$ cat src/rtl/tx_cordic_rot.sv
// Iterative CORDIC rotator for TX symbol I/Q: quadrant pre-rotation, ITER micro-rotations, optional gain fix.
// Define TX_CORDIC_GAIN_COMP_EN to add the SCALE state (K = 0.607253 multiply); otherwise outputs carry the raw CORDIC gain.
module tx_cordic_rot #(
  parameter int WIDTH       = 16,
  parameter int WIDTH_WIRE  = 18,
  parameter int COUNT_WIDTH = 4,
  parameter int ITER        = 12
) (
  input  logic                         clk,
  input  logic                         rst,
  input  logic                         ce,
  input  logic                         in_valid,
  output logic                         in_ready,
  input  logic signed [WIDTH_WIRE-1:0] x_in,
  input  logic signed [WIDTH_WIRE-1:0] y_in,
  input  logic signed [WIDTH-1:0]      z_in,
  output logic                         out_valid,
  input  logic                         out_ready,
  output logic signed [WIDTH_WIRE-1:0] x_out,
  output logic signed [WIDTH_WIRE-1:0] y_out,
  output logic signed [WIDTH-1:0]      z_out,
  output logic                         busy
);

  // Two guard bits cover the ~1.65 gain on a sqrt(2)-scaled full-scale vector.
  localparam int DW = WIDTH_WIRE + 2;
  localparam logic signed [WIDTH-1:0] HALF_PI     = WIDTH'(6434);
  localparam logic signed [WIDTH-1:0] NEG_HALF_PI = WIDTH'(-6434);
  localparam logic signed [DW-1:0]    SAT_MAX     = DW'((1 << (WIDTH_WIRE - 1)) - 1);
  localparam logic signed [DW-1:0]    SAT_MIN     = DW'(-(1 << (WIDTH_WIRE - 1)));

  typedef enum logic [1:0] {S_IDLE, S_ROT, S_SCALE, S_DONE} state_t;

  state_t                   r_state, w_state_nxt;
  logic [COUNT_WIDTH-1:0]   r_cnt;
  logic signed [DW-1:0]     r_x, r_y;
  logic signed [WIDTH-1:0]  r_z;
  logic                     r_out_valid;
  logic signed [WIDTH_WIRE-1:0] r_x_out, r_y_out;
  logic signed [WIDTH-1:0]  r_z_out;

  logic                     w_accept, w_last, w_d_pos;
  logic signed [DW-1:0]     w_xi, w_yi, w_xs, w_ys, w_x_rot, w_y_rot;
  logic signed [WIDTH-1:0]  w_atan, w_z_rot;

  function automatic logic signed [WIDTH-1:0] atan_lut(input logic [COUNT_WIDTH-1:0] i);
    case (int'(i))
      0:       atan_lut = WIDTH'(3217);
      1:       atan_lut = WIDTH'(1899);
      2:       atan_lut = WIDTH'(1003);
      3:       atan_lut = WIDTH'(509);
      4:       atan_lut = WIDTH'(256);
      5:       atan_lut = WIDTH'(128);
      6:       atan_lut = WIDTH'(64);
      7:       atan_lut = WIDTH'(32);
      8:       atan_lut = WIDTH'(16);
      9:       atan_lut = WIDTH'(8);
      10:      atan_lut = WIDTH'(4);
      11:      atan_lut = WIDTH'(2);
      default: atan_lut = '0;
    endcase
  endfunction

  function automatic logic signed [WIDTH_WIRE-1:0] sat(input logic signed [DW-1:0] v);
    if (v > SAT_MAX)      sat = SAT_MAX[WIDTH_WIRE-1:0];
    else if (v < SAT_MIN) sat = SAT_MIN[WIDTH_WIRE-1:0];
    else                  sat = v[WIDTH_WIRE-1:0];
  endfunction

  assign w_accept = in_valid & in_ready & ce;
  assign w_last   = (r_cnt == COUNT_WIDTH'(ITER - 1));
  assign w_xi     = {{2{x_in[WIDTH_WIRE-1]}}, x_in};
  assign w_yi     = {{2{y_in[WIDTH_WIRE-1]}}, y_in};

  // One micro-rotation per cycle, direction chosen by the sign of the residual angle.
  assign w_d_pos  = ~r_z[WIDTH-1];
  assign w_xs     = r_x >>> r_cnt;
  assign w_ys     = r_y >>> r_cnt;
  assign w_atan   = atan_lut(r_cnt);
  assign w_x_rot  = w_d_pos ? (r_x - w_ys) : (r_x + w_ys);
  assign w_y_rot  = w_d_pos ? (r_y + w_xs) : (r_y - w_xs);
  assign w_z_rot  = w_d_pos ? (r_z - w_atan) : (r_z + w_atan);

`ifdef TX_CORDIC_GAIN_COMP_EN
  localparam logic signed [15:0] K = 16'sd19898;
  logic signed [DW+15:0] w_px, w_py;
  logic signed [DW-1:0]  w_x_scl, w_y_scl;
  assign w_px    = r_x * K;
  assign w_py    = r_y * K;
  // Bit slice equals >>>15 with floor truncation; the scaled value always fits in DW.
  assign w_x_scl = w_px[DW+14:15];
  assign w_y_scl = w_py[DW+14:15];
`endif

  always_ff @(posedge clk) begin
    if (rst)     r_state <= S_IDLE;
    else if (ce) r_state <= w_state_nxt;
  end

  always_comb begin
    w_state_nxt = r_state;
    in_ready    = 1'b0;
    busy        = 1'b1;
    case (r_state)
      S_IDLE: begin
        in_ready = 1'b1;
        busy     = 1'b0;
        if (in_valid) w_state_nxt = S_ROT;
      end
`ifdef TX_CORDIC_GAIN_COMP_EN
      S_ROT:   if (w_last) w_state_nxt = S_SCALE;
      S_SCALE: w_state_nxt = S_DONE;
`else
      S_ROT:   if (w_last) w_state_nxt = S_DONE;
`endif
      S_DONE:  if (out_ready) w_state_nxt = S_IDLE;
      default: w_state_nxt = S_IDLE;
    endcase
  end

  always_ff @(posedge clk) begin
    if (rst) begin
      r_cnt <= '0;
      r_x   <= '0;
      r_y   <= '0;
      r_z   <= '0;
    end else if (ce) begin
      if (w_accept) begin
        r_cnt <= '0;
        // Fold angles beyond +-pi/2 into the CORDIC convergence range.
        if (z_in > HALF_PI) begin
          r_x <= -w_yi;
          r_y <= w_xi;
          r_z <= z_in - HALF_PI;
        end else if (z_in < NEG_HALF_PI) begin
          r_x <= w_yi;
          r_y <= -w_xi;
          r_z <= z_in + HALF_PI;
        end else begin
          r_x <= w_xi;
          r_y <= w_yi;
          r_z <= z_in;
        end
      end else if (r_state == S_ROT) begin
        r_cnt <= r_cnt + 1'b1;
        r_x   <= w_x_rot;
        r_y   <= w_y_rot;
        r_z   <= w_z_rot;
      end
    end
  end

  always_ff @(posedge clk) begin
    if (rst) begin
      r_out_valid <= 1'b0;
      r_x_out     <= '0;
      r_y_out     <= '0;
      r_z_out     <= '0;
    end else if (ce) begin
      r_out_valid <= (w_state_nxt == S_DONE);
`ifdef TX_CORDIC_GAIN_COMP_EN
      if (r_state == S_SCALE) begin
        r_x_out <= sat(w_x_scl);
        r_y_out <= sat(w_y_scl);
        r_z_out <= r_z;
      end
`else
      if (r_state == S_ROT && w_last) begin
        r_x_out <= sat(w_x_rot);
        r_y_out <= sat(w_y_rot);
        r_z_out <= w_z_rot;
      end
`endif
    end
  end

  assign out_valid = r_out_valid;
  assign x_out     = r_x_out;
  assign y_out     = r_y_out;
  assign z_out     = r_z_out;

endmodule

$ cat config.mk
export PLATFORM = sky130hd
export DESIGN_NAME = tx_cordic_rot
export DESIGN_NICKNAME = d
export VERILOG_FILES = /design/src/rtl/tx_cordic_rot.sv
export SDC_FILE = /design/constraint.sdc
export NUM_CORES = 1
export LEC_CHECK = 0
export ABC_AREA = 1
export ABC_CLOCK_PERIOD_IN_PS = 9600
export CAP_MARGIN = 20
export CORE_UTILIZATION = 40
export CTS_CLUSTER_DIAMETER = 80
export DETAILED_ROUTE_END_ITERATION = 7
export PLACE_DENSITY_LB_ADDON = 0.12
export RECOVER_POWER = 50
export SLEW_MARGIN = 20
export SYNTH_ARGS = -nofsm -noshare
export SYNTH_HDL_FRONTEND = slang
export SYNTH_SLANG_ARGS = --single-unit
$ cat constraint.sdc
create_clock -name clk -period 9.6 [get_ports clk]
set_input_delay 0.96 -clock clk [delete_from_list [all_inputs] [get_ports clk]]
set_output_delay 0.96 -clock clk [all_outputs]
set_load 0.005 [all_outputs]
==> run metrics, run 1 <==
Final #Nets=2259; Core ar.=0.03172 sq mm; synthesized net count=2216; status=finished with violations; DIE HEIGHT=182.0 microns; RD Place Congestion=0.9572; Synth Flop Type=dfxtp_1; Worst Hold Class=reg -> reg; pwr dens=220.6 mW/mm^2; clk sink count=127; die area=0.03311 sq mm; register bit total from synthesis=127; total power=0.003244 W; DRC Markers=0; number of gates resized after cts=0; Worst-Skew Late Latency=0.43 ns; Post-synth EDFFs=0; Critical Path AT=7.41 ns; max-cap violations=2; # rows=65; RSZ-0062 raised after global routing=false; initial antenna violation count=0; hpwl dp=36.46 mm; first-pass GRT wire length=74.40 mm; post-cts hold buffer count=0; WL per Instance=18.99 microns; asr flop ratio synth=0; vias in the first global route=13310; Vias/cell=5.641; Post-Syn Area=0.01295 sq mm; failing checks=max-capacitance violations, max-slew violations; crit path time final=7.054 ns; Final Setup Violations=0; share of layout cells above drive strength 1=0.06906; clk root buf=clkbuf_16; Total Routed Length=48.33 mm; reg-to-reg critical path endpoint=w_atan[3]; chip width=182.0 microns; Yosys warnings=0; Synth Instances=2087; Register-to-Register Setup Slack=3.13 ns; Avg Cell Area, Syn=6.207 sq um; Area contributors post-synth=dfxtp_1, nand2_1, nand3_1; CP Launch Point=in_valid; clk_skew=0.01484 ns; post-CTS setup buffer count=0; Crit Reg-Reg Startpoint=r_state[1]; Finished Cell Area=0.01471 sq mm; GRT Resource Usage Total=0.2895; CTS tree=built; WHS Endpoint=r_z[7]; Yosys top cell by area=dfxtp_1; Yosys top cell area share=0.1963; Tightest Pin Transition=2.617 ns; Lkg Pwr=7.008 nW; largest net degree at the start of global routing=61; Multi-input gate area=0.009066 sq mm; final hold vios=0; Placed Area=0.01415 sq mm; Final Max Tran Viols=94; n_diodes=0; hold path cells=2; Port Buffers=111; post-route clock period utilization=0.7348; Placed Cells=2513; # fillers=3364; Setup TNS=0 ns; Max Root-Sink Buffers=2; worst reg2reg path depth=14; GR Overflow Total=0; worst vdd ir=0.0001214 V; register area=0.002544 sq mm; initial drt markers=1163; fmax=141.8 MHz; Clock transition at path regs=0.07 ns; Synth cell types=56; CP Launch Type=input pin; Layout Cells excl Fill=2545; slew margin rel.=-0.7448; Layout area overhead=13.54%; Critical Path Sink Type=flop; WS Path Type=in -> reg; Max FO, Critical Path=54; sequential share of the synthesized area=0.1963; DRT Pass-1 Iters=5; Initial Util=0.4084; worst hold path startpoint=r_z[7]; IO Pins=112; Final ANT Viol Nets=0; H-tree levels=4; Via Count=14360; final core occ=0.4637; CP Data Required Time=9.96 ns; total CTS buffers=17
==> cell families after synthesis <==
kind of cell | after synthesis | share of synthesized area
AOI/OAI and AO/OA | 462 | 0.2085
xor gates and xnor gates | 123 | 0.08316
adders and majority gates | 72 | 0.07128
buffers and inverters | 316 | 0.1050
DFF | 127 | 0.1963
and+or+nand+nor | 987 | 0.3358
==> report_power, final <==
group | internal [W] | leakage, nW | switching [W]
Sequential | 0.000573 | 1.03 | 0.0000811
Combinational | 0.000638 | 5.70 | 0.00130
Clock | 0.000368 | 0.273 | 0.000279
==> worst max-delay path, cell delays in order <==
cell and delay, ns:
dlygate4sd3_1 0.53, nand2_1 0.17, o21ai_0 0.17, nand2_2 0.08, clkbuf_1 1.84, inv_1 1.30, clkbuf_1 0.68, nand2_1 0.21
xor2_1 0.47, nor2_1 0.24, inv_1 0.11, nand2_1 0.17, or2_2 0.34, o21ai_0 0.08
==> through the flow <==
stage | setup slack [ns] | hold WS, ns
2_1_floorplan | 5.539 | 0.4497
3_3_place_gp | 4.245 | 0.4607
3_5_place_dp | 4.193 | 0.4630
4_1_cts | 4.161 | 0.4738
5_1_grt | 2.108 | 0.4941
6_report | 2.546 | 0.4761
==> cell usage after synthesis (5+ instances only) <==
cell type and number:
a21o_1 5, a21oi_1 169, a21oi_2 24, a31oi_1 16, buf_2 26, buf_4 7, buf_6 11, clkbuf_1 58
dfxtp_1 127, ha_1 69, inv_1 201, inv_2 5, nand2_1 513, nand2_2 28, nand3_1 239, nand3_2 12
nand4_1 18, nor2_1 116, nor3_1 23, nor4_1 7, o211ai_1 47, o21a_1 7, o21ai_0 149, o21bai_1 6
o221ai_1 9, o22ai_1 6, o31ai_1 6, or2_2 16, xnor2_1 31, xor2_1 92
==> worst max-delay path by stage <==
stage,to,slack (ns),cells past startpoint
floorplan,x_out[10],5.54,29
global placement,x_out[4],4.25,29
detailed placement,x_out[6],4.19,27
CTS,x_out[6],4.16,27
global route,w_atan[3],2.11,14
finish,w_atan[3],2.55,14
==> layout by cell type, fill, tap and decap left out, types with 58 or more instances in the layout <==
| master | instances |
|---|---|
| nand2_1 | 512 |
| nand3_1 | 239 |
| inv_1 | 202 |
| a21oi_1 | 169 |
| o21ai_0 | 149 |
| dfxtp_1 | 126 |
| nor2_1 | 115 |
| xor2_1 | 92 |
| ha_1 | 69 |
| dlygate4sd3_1 | 58 |
==> final cells by class <==
class	instances	area share
Timing Repair Buffer	130	0.08387
Multi-Input combinational cell	1644	0.6164
Clock inverter	13	0.008591
Clock buffer	19	0.03011
Sequential cell	127	0.1729
Tap cell	402	0.03420
Inverter	210	0.05393
==> flip-flops by register name, summed over array words and instances, names as in the netlist <==
register   flops
r_x           20
r_y           20
x_out         18
y_out         18
r_z           16
z_out         16
w_atan        12
r_cnt          4
r_state        2
out_valid      1
==> routing by layer <==
layer | wire length (microns) | global-route usage
met1 | 21000 | 0.3787
met2 | 22470 | 0.4782
met3 | 2993 | 0.03851
met4 | 1872 | 0.1187
met5 | 0 | 0
Power figures use the tool's default switching activity.
==> inputs of run 2 (changes only) <==
- ABC_CLOCK_PERIOD_IN_PS: 9600 -> 7100
- clock period: 9.6 -> 7.1 ns (I/O delays scaled with it)
==> run 2 against run 1 <==
The run still ends with max-capacitance violations, max-slew violations left. Non-clock buffer count up 1. Sequential cell count stayed put. Final cell count about the same. Combinational power grew 35%. Clock skew shrank 0.0032 ns. Core utilization down 0.055 points. Worst hold slack got worse by 0.0045 ns. Worst setup slack got worse by 1.2 ns. Critical path depth down 1. Via count down 0.29%. Sequential power is 35% higher.
==> run metrics, run 2 (synthesis gave the netlist of run 1 again) <==
fmax=172.9 MHz; worst path bufs/invs=4; crit-path max cell delay=1.93 ns; RSZ-0062 raised after global routing=false; Final #Nets=2260; largest net degree at the start of global routing=61; slew margin rel.=-0.8272; Multi-input gate area=0.009066 sq mm; GRT Resource Usage Total=0.2869; register area=0.002544 sq mm; worst path cell trace=dlygate4sd3_1, nand2_1, o21ai_0, nand2_2, clkbuf_1, inv_2, nand4_1, xor2_1, nor2_1, inv_1, nand2_1, or2_2, o21ai_0; hpwl dp=36.09 mm; status=finished with violations; post-CTS setup buffer count=0; Final WS setup=1.318 ns; Setup TNS=0 ns; clk sink count=127; chip width=182.0 microns; Vias/cell=5.620; share of layout cells above drive strength 1=0.06996; CP Launch Type=input pin; Port Buffers=111; # fillers=3396; H-tree levels=4; final hold vios=0; commonest non-fill, non-tap cell in the layout=nand2_1; hold slack=0.4716 ns; GR Overflow Total=0; clk root buf=clkbuf_16; Lkg Pwr=7.000 nW; vias in the first global route=13490; final core occ=0.4632; Finished Cell Area=0.01469 sq mm; Tightest Pin Transition=2.741 ns; # rows=65; initial antenna violation count=1; Critical Path Sink Type=flop; RD Place Congestion=0.9509; largest registers=r_x: 20 flops, r_y: 20 flops; post-route clock period utilization=0.8144; Worst Hold Class=reg -> reg; Clock transition at path regs=0.06 ns; DRC Markers=0; Crit path max-delay family=buffers and inverters; die area=0.03311 sq mm; pwr dens=294.3 mW/mm^2; worst vdd ir=0.0001289 V; Core ar.=0.03172 sq mm; crit path time final=5.782 ns; IO Pins=112; Final Setup Violations=0; failing checks=max-capacitance violations, max-slew violations; DIE HEIGHT=182.0 microns; post-cts hold buffer count=0; Total Routed Length=47.37 mm; clk_skew=0.01165 ns; Max FO, Critical Path=54; CP Data Required Time=7.45 ns; Layout area overhead=13.41%; Final Max Tran Viols=100; Final ANT Viol Nets=0; most frequent cells in the layout=nand2_1, nand3_1, inv_1; Placed Area=0.01416 sq mm; initial drt markers=1078; Max Root-Sink Buffers=2; DRT Pass-1 Iters=6; first-pass GRT wire length=74.23 mm; pre-CTS setup slack=1.810 ns; Via Count=14310; WL per Instance=18.60 microns; WS Path Type=in -> reg; CTS tree=built; number of gates resized after cts=0; Worst-Skew Late Latency=0.43 ns; max-cap violations=2; Initial Util=0.4084; slowest stage cell, crit path=clkbuf_1; total CTS buffers=17; Critical Path AT=6.13 ns
## run 2: layout make-up
type | instances | share of cell area
Clock inverter | 14 | 0.007239
Multi-Input combinational cell | 1644 | 0.6171
Inverter | 210 | 0.05399
Antenna cell | 1 | 0.0001703
Sequential cell | 127 | 0.1731
Clock buffer | 18 | 0.02989
Tap cell | 402 | 0.03424
Timing Repair Buffer | 131 | 0.08423
## run 2: path summary, 6_finish.rpt
check	start	endpoint	slack, ns	depth (start not counted)
setup / recovery	in_valid	w_atan[3]	1.32	13
hold / removal	r_z[7]	r_z[7]	0.47	2
setup reg to reg	r_state[1]	w_atan[3]	1.67	13
hold reg to reg	r_z[7]	r_z[7]	0.47	2
## run 2: through the flow
stage	instances	total power, W
4_1_cts	2546	0.004300
6_report	2547	0.004323
2_1_floorplan	2087	0.002774
3_3_place_gp	2514	0.003460
5_1_grt	2547	0.004625
3_5_place_dp	2514	0.003451
## run 2: tightest hold or removal path: cells and delay by family, from the launching register on
kind | cells | cell delay [ns]
simple gates | 1 | 0.06
flops | 1 | 0.31
compound gates | 1 | 0.06
## run 2: per-layer routing
layer	part of all wire	GRT usage
met3	0.056	0.02487
met2	0.47	0.4863
met4	0.035	0.1092
met1	0.44	0.3768
met5	0	0
## run 2: power breakdown
| group | switching (W) | total, W | internal [W] |
|---|---|---|---|
| logic | 0.00175 | 0.00261 | 0.000865 |
| registers | 0.000104 | 0.000880 | 0.000775 |
| clock network | 0.000372 | 0.000832 | 0.000460 |
==> RTL edit 1, RTL diff (flow settings as in run 2) <==
Encoding of `state_t`: now one-hot (4 bits for 4 states).
--- a/src/rtl/tx_cordic_rot.sv
+++ b/src/rtl/tx_cordic_rot.sv
@@ -29,7 +29,7 @@
   localparam logic signed [DW-1:0]    SAT_MAX     = DW'((1 << (WIDTH_WIRE - 1)) - 1);
   localparam logic signed [DW-1:0]    SAT_MIN     = DW'(-(1 << (WIDTH_WIRE - 1)));
 
-  typedef enum logic [1:0] {S_IDLE, S_ROT, S_SCALE, S_DONE} state_t;
+  typedef enum logic [3:0] {S_IDLE = 4'b0001, S_ROT = 4'b0010, S_SCALE = 4'b0100, S_DONE = 4'b1000} state_t;
 
   state_t                   r_state, w_state_nxt;
   logic [COUNT_WIDTH-1:0]   r_cnt;
Behaviour: same outputs for any inputs over 4 cycles, from zero or initial values and one cycle with rst high; so few cycles prove little.
==> RTL edit 1 against run 2 <==
  * The flow finishes with violations (DRC, capacitance limit, slew limit)
  * Final area decreased by 2.1%
  * Total power decreased by 9.3%
  * Global-route usage increased by 0.49 points
  * Area after synthesis decreased by 3.2%
  * Via count decreased by 3.3%
  * Synthesized cell count decreased by 3.4%
  * Sequential cell count increased by 2
  * Clock power increased by 9.5%
  * First-iteration DRC count increased by 18%
  * Wire length decreased by 3.0%
  * Highest routed layer unchanged
  * Setup slack improved by 0.022 ns
==> RTL edit 1: results <==
export IMPL_vias=13840
export IMPL_instances_no_fill=2473
export IMPL_path_clk_slew_ns=0.06
export IMPL_synth_distinct_cells=52
export IMPL_synth_warnings=0
export IMPL_crit_arrival_ns=6.06
export IMPL_placed_cell_area_sq_mm=0.01381
export IMPL_clk_insertion_delay_late_ns=0.43
export IMPL_dp_cells=2441
export IMPL_grt_pass1_vias=12830
export IMPL_ys_seq_area_share_pct=20.59
export IMPL_maxSlewViolCount=102
export IMPL_synth_ff_type="dfxtp_1"
export IMPL_met1_usage_pct=37.90
export IMPL_outcome="finished with violations"
export IMPL_syn_area_per_cell_sq_um=6.224
export IMPL_crit_start="r_cnt[1]"
export IMPL_dp_hpwl_microns=35000
export IMPL_final_nets=2193
export IMPL_synthTopCellsByArea="dfxtp_1, nand2_1, nand3_1"
export IMPL_firstDrtPassIters=8
export IMPL_cap_violations=2
export IMPL_syn_nets=2144
export IMPL_drc=2
export IMPL_grt_util_all_layers_pct=29.18
export IMPL_max_stage_delay_ns=1.32
export IMPL_rrSetupSlack_ns=1.34
export IMPL_fin_worst_skew_ns=0.008628
export IMPL_reg2regPathDepth=26
export IMPL_hp_class="register to register"
export IMPL_routabilityCongestion=0.9155
export IMPL_ys_top_cells_by_count="nand2_1, nand3_1, inv_1"
export IMPL_hp_start="r_state[2]"
export IMPL_use_met3_pct=4.474
export IMPL_crit_path_max_fanout=41
export IMPL_antenna_found_initial=0
export IMPL_wirelength_microns=45950
export IMPL_cts_resized=0
export IMPL_slew_headroom_pct=-105.0
export IMPL_hold_depth=2
export IMPL_p_leak_uw=0.006895
export IMPL_numCtsBuffers=17
export IMPL_hold_end="r_state[2]"
export IMPL_postCtsSetupRepairBufs=0
export IMPL_critical_path_top_delay_family="buffers and inverters"
export IMPL_violations="DRC, capacitance limit, slew limit"
export IMPL_grt_pass1_wl_microns=71520
export IMPL_regToRegStartpoint="r_cnt[1]"
export IMPL_drt_iter0_drc=1276
export IMPL_antenna_cells=0
export IMPL_root_buffer="clkbuf_16"
export IMPL_grt_max_degree=88
export IMPL_max_vdd_ir_drop_uv=179.3
export IMPL_use_met2_pct=48.15
export IMPL_top_regs="r_x x20, r_y x20"
export IMPL_drive_above_1_share_pct=5.778
export IMPL_endpoint="y_out[2]"
export IMPL_htreeDepth=4
RTL edit 1: cell count changes after synthesis, sizes merged, moves of 14 or more:
cell and delta:
inv -14, nand3 -16, nand2 -39, o21ai +32
RTL edit 1: logic make-up after synthesis:
family	count (synthesis)	share of synthesized area, %
and+or+nand+nor	913	31.55
AOI/OAI and AO/OA	490	22.62
buffers and inverters	296	9.846
DFF	129	20.59
xor gates and xnor gates	115	8.031
adders and majority gates	72	7.362
RTL edit 1: tightest hold or removal path, stage by stage, from the launching register on:
cell and delay [ns]:
dfxtp_1 0.32, nand2_1 0.07, nor2_1 0.03
RTL edit 1: area by class of cell:
class	count	area [sq um]
Fill cell	3280	16370
Timing Repair Buffer	129	1239
Tap cell	396	495.5
Clock inverter	11	126.4
Clock buffer	21	470.5
Multi-Input combinational cell	1590	8723
Inverter	197	745.7
Sequential cell	129	2582
RTL edit 1: per-stage QoR:
stage / hold slack, ns / setup WS, ns / util (%) / power (uW)
finish: 0.4620 / 1.340 / 46.77 / 3919
global route: 0.4852 / 0.8443 / 46.77 / 4196
CTS: 0.4605 / 2.234 / 46.85 / 3910
detailed placement: 0.4499 / 2.253 / 44.91 / 2985
global placement: 0.4450 / 2.366 / 44.91 / 2986
floorplan: 0.4320 / 3.225 / - / 2395
RTL edit 1: routing by layer:
layer  up-vias  share of wire [%]
met5         -                  0
met3        72                5.8
met2       440                 46
met4         0                3.6
li1       6889                  -
met1      6436                 45
RTL edit 1: power breakdown:
part | total [uW] | internal, uW | switching (uW)
logic | 2170 | 703 | 1470
registers | 835 | 768 | 66.7
clock network | 911 | 547 | 364
==> RTL edit 2, RTL diff (config.mk and constraints of run 2) <==
Without the edit above. Build with the macro `TX_CORDIC_GAIN_COMP_EN` defined.
--- a/src/rtl/tx_cordic_rot.sv
+++ b/src/rtl/tx_cordic_rot.sv
@@ -1,5 +1,7 @@
 // Iterative CORDIC rotator for TX symbol I/Q: quadrant pre-rotation, ITER micro-rotations, optional gain fix.
 // Define TX_CORDIC_GAIN_COMP_EN to add the SCALE state (K = 0.607253 multiply); otherwise outputs carry the raw CORDIC gain.
+`define TX_CORDIC_GAIN_COMP_EN
+
 module tx_cordic_rot #(
   parameter int WIDTH       = 16,
   parameter int WIDTH_WIRE  = 18,
Check against the original RTL: same outputs for any inputs over 4 cycles, from zero or initial values and one cycle with rst high; that may be too few to reach the edited logic, so the function may still have changed.
==> RTL edit 2 against run 2 <==
  * Critical endpoint is now r_y[19]
  * The flow still finishes with violations (capacitance limit, slew limit)
  * Global-route usage shrank 3.8 points
  * Sequential cell count is the same
  * Final area grew 86%
  * Sequential share of layout area shrank 8.0 points
  * Sequential power grew 3.1%
  * Setup slack lost 0.59 ns
  * Via count grew 60%
  * Total power grew to 3.0 times the old value
  * Area after synthesis grew 91%
  * Hold slack lost 0.0011 ns
  * Wire length grew 63%
  * First-iteration DRC count grew 47%
==> RTL edit 2: results <==
export IMPL_fillCellCount=6434
export IMPL_placed_cell_area_sq_mm=0.02672
export IMPL_drive_above_1_share_pct=3.508
export IMPL_nNonClkBuffers=151
export IMPL_synthTopCellsByArea="fa_1, ha_1, inv_1"
export IMPL_maxSlewViolCount=153
export IMPL_crit_start="r_cnt[0]"
export IMPL_final_nets=4207
export IMPL_multi_input_gates=2577
export IMPL_grt_pass1_vias=22040
export IMPL_flops_and_latches=127
export IMPL_p_comb_share_pct=86.1
export IMPL_synth_compound_area_share_pct=14.95
export IMPL_p_leak_uw=0.01477
export IMPL_max_stage_delay_ns=1.29
export IMPL_synth_xor_area_share_pct=4.738
export IMPL_violations="capacitance limit, slew limit"
export IMPL_max_vdd_ir_drop_uv=366.7
export IMPL_grt_pass1_wl_microns=122700
export IMPL_synth_adder_area_share_pct=36.60
export IMPL_p_per_area_mw_per_mm2=481.8
export IMPL_fin_worst_skew_ns=0.008872
export IMPL_wl_per_cell_microns=17.67
export IMPL_multi_input_area_share_pct=70.12
export IMPL_firstDrtPassIters=5
export IMPL_clk_insertion_delay_late_ns=0.49
export IMPL_reg2regPathDepth=26
export IMPL_inv_count=705
export IMPL_ys_seq_area_share_pct=10.26
export IMPL_drt_iter0_drc=1587
export IMPL_outcome="finished with violations"
export IMPL_crit_path_max_fanout=35
export IMPL_grt_util_all_layers_pct=24.86
export IMPL_routabilityCongestion=1.004
export IMPL_hp_start="out_valid"
export IMPL_switchingPower_uw=7811
export IMPL_ys_top_cells_by_count="inv_1, nand2_1, ha_1"
export IMPL_dp_hpwl_microns=63920
export IMPL_cap_violations=4
export IMPL_critical_path_top_delay_family="simple AND/OR/NAND/NOR gates"
export IMPL_crit_arrival_ns=6.79
export IMPL_synth_distinct_cells=49
export IMPL_syn_to_final_growth_pct=10.13
export IMPL_antenna_found_initial=0
export IMPL_grt_max_degree=62
export IMPL_hold_end="out_valid"
[RTL edit 2: worst register-to-register path, delay by kind of cell, from the launching register on]
| kind | cells | cell delay (ns) |
|---|---|---|
| flops | 1 | 0.85 |
| compound gates | 3 | 1.25 |
| fa+ha+maj | 2 | 0.56 |
| buf+inv | 4 | 1.57 |
| simple gates | 17 | 2.07 |
[RTL edit 2: layer usage]
metal / vias to the layer above / GRT usage, % / share of wire [%]
met1: 10750 / 37.07 / 50
met4: 0 / 6.010 / 1.9
met5: - / 0 / 0
met3: 68 / 3.748 / 5.7
li1: 11460 / - / -
met2: 607 / 37.29 / 42
[RTL edit 2: metrics by stage]
step,cells,setup WS [ns],power [uW],util [%]
floorplan,3506,1.605,9363,-
global placement,4342,0.9271,12210,43.93
detailed placement,4342,0.9109,12180,43.93
CTS,4374,0.8810,13170,44.90
global route,4374,0.3580,14830,44.86
finish,4375,0.7238,13140,44.87
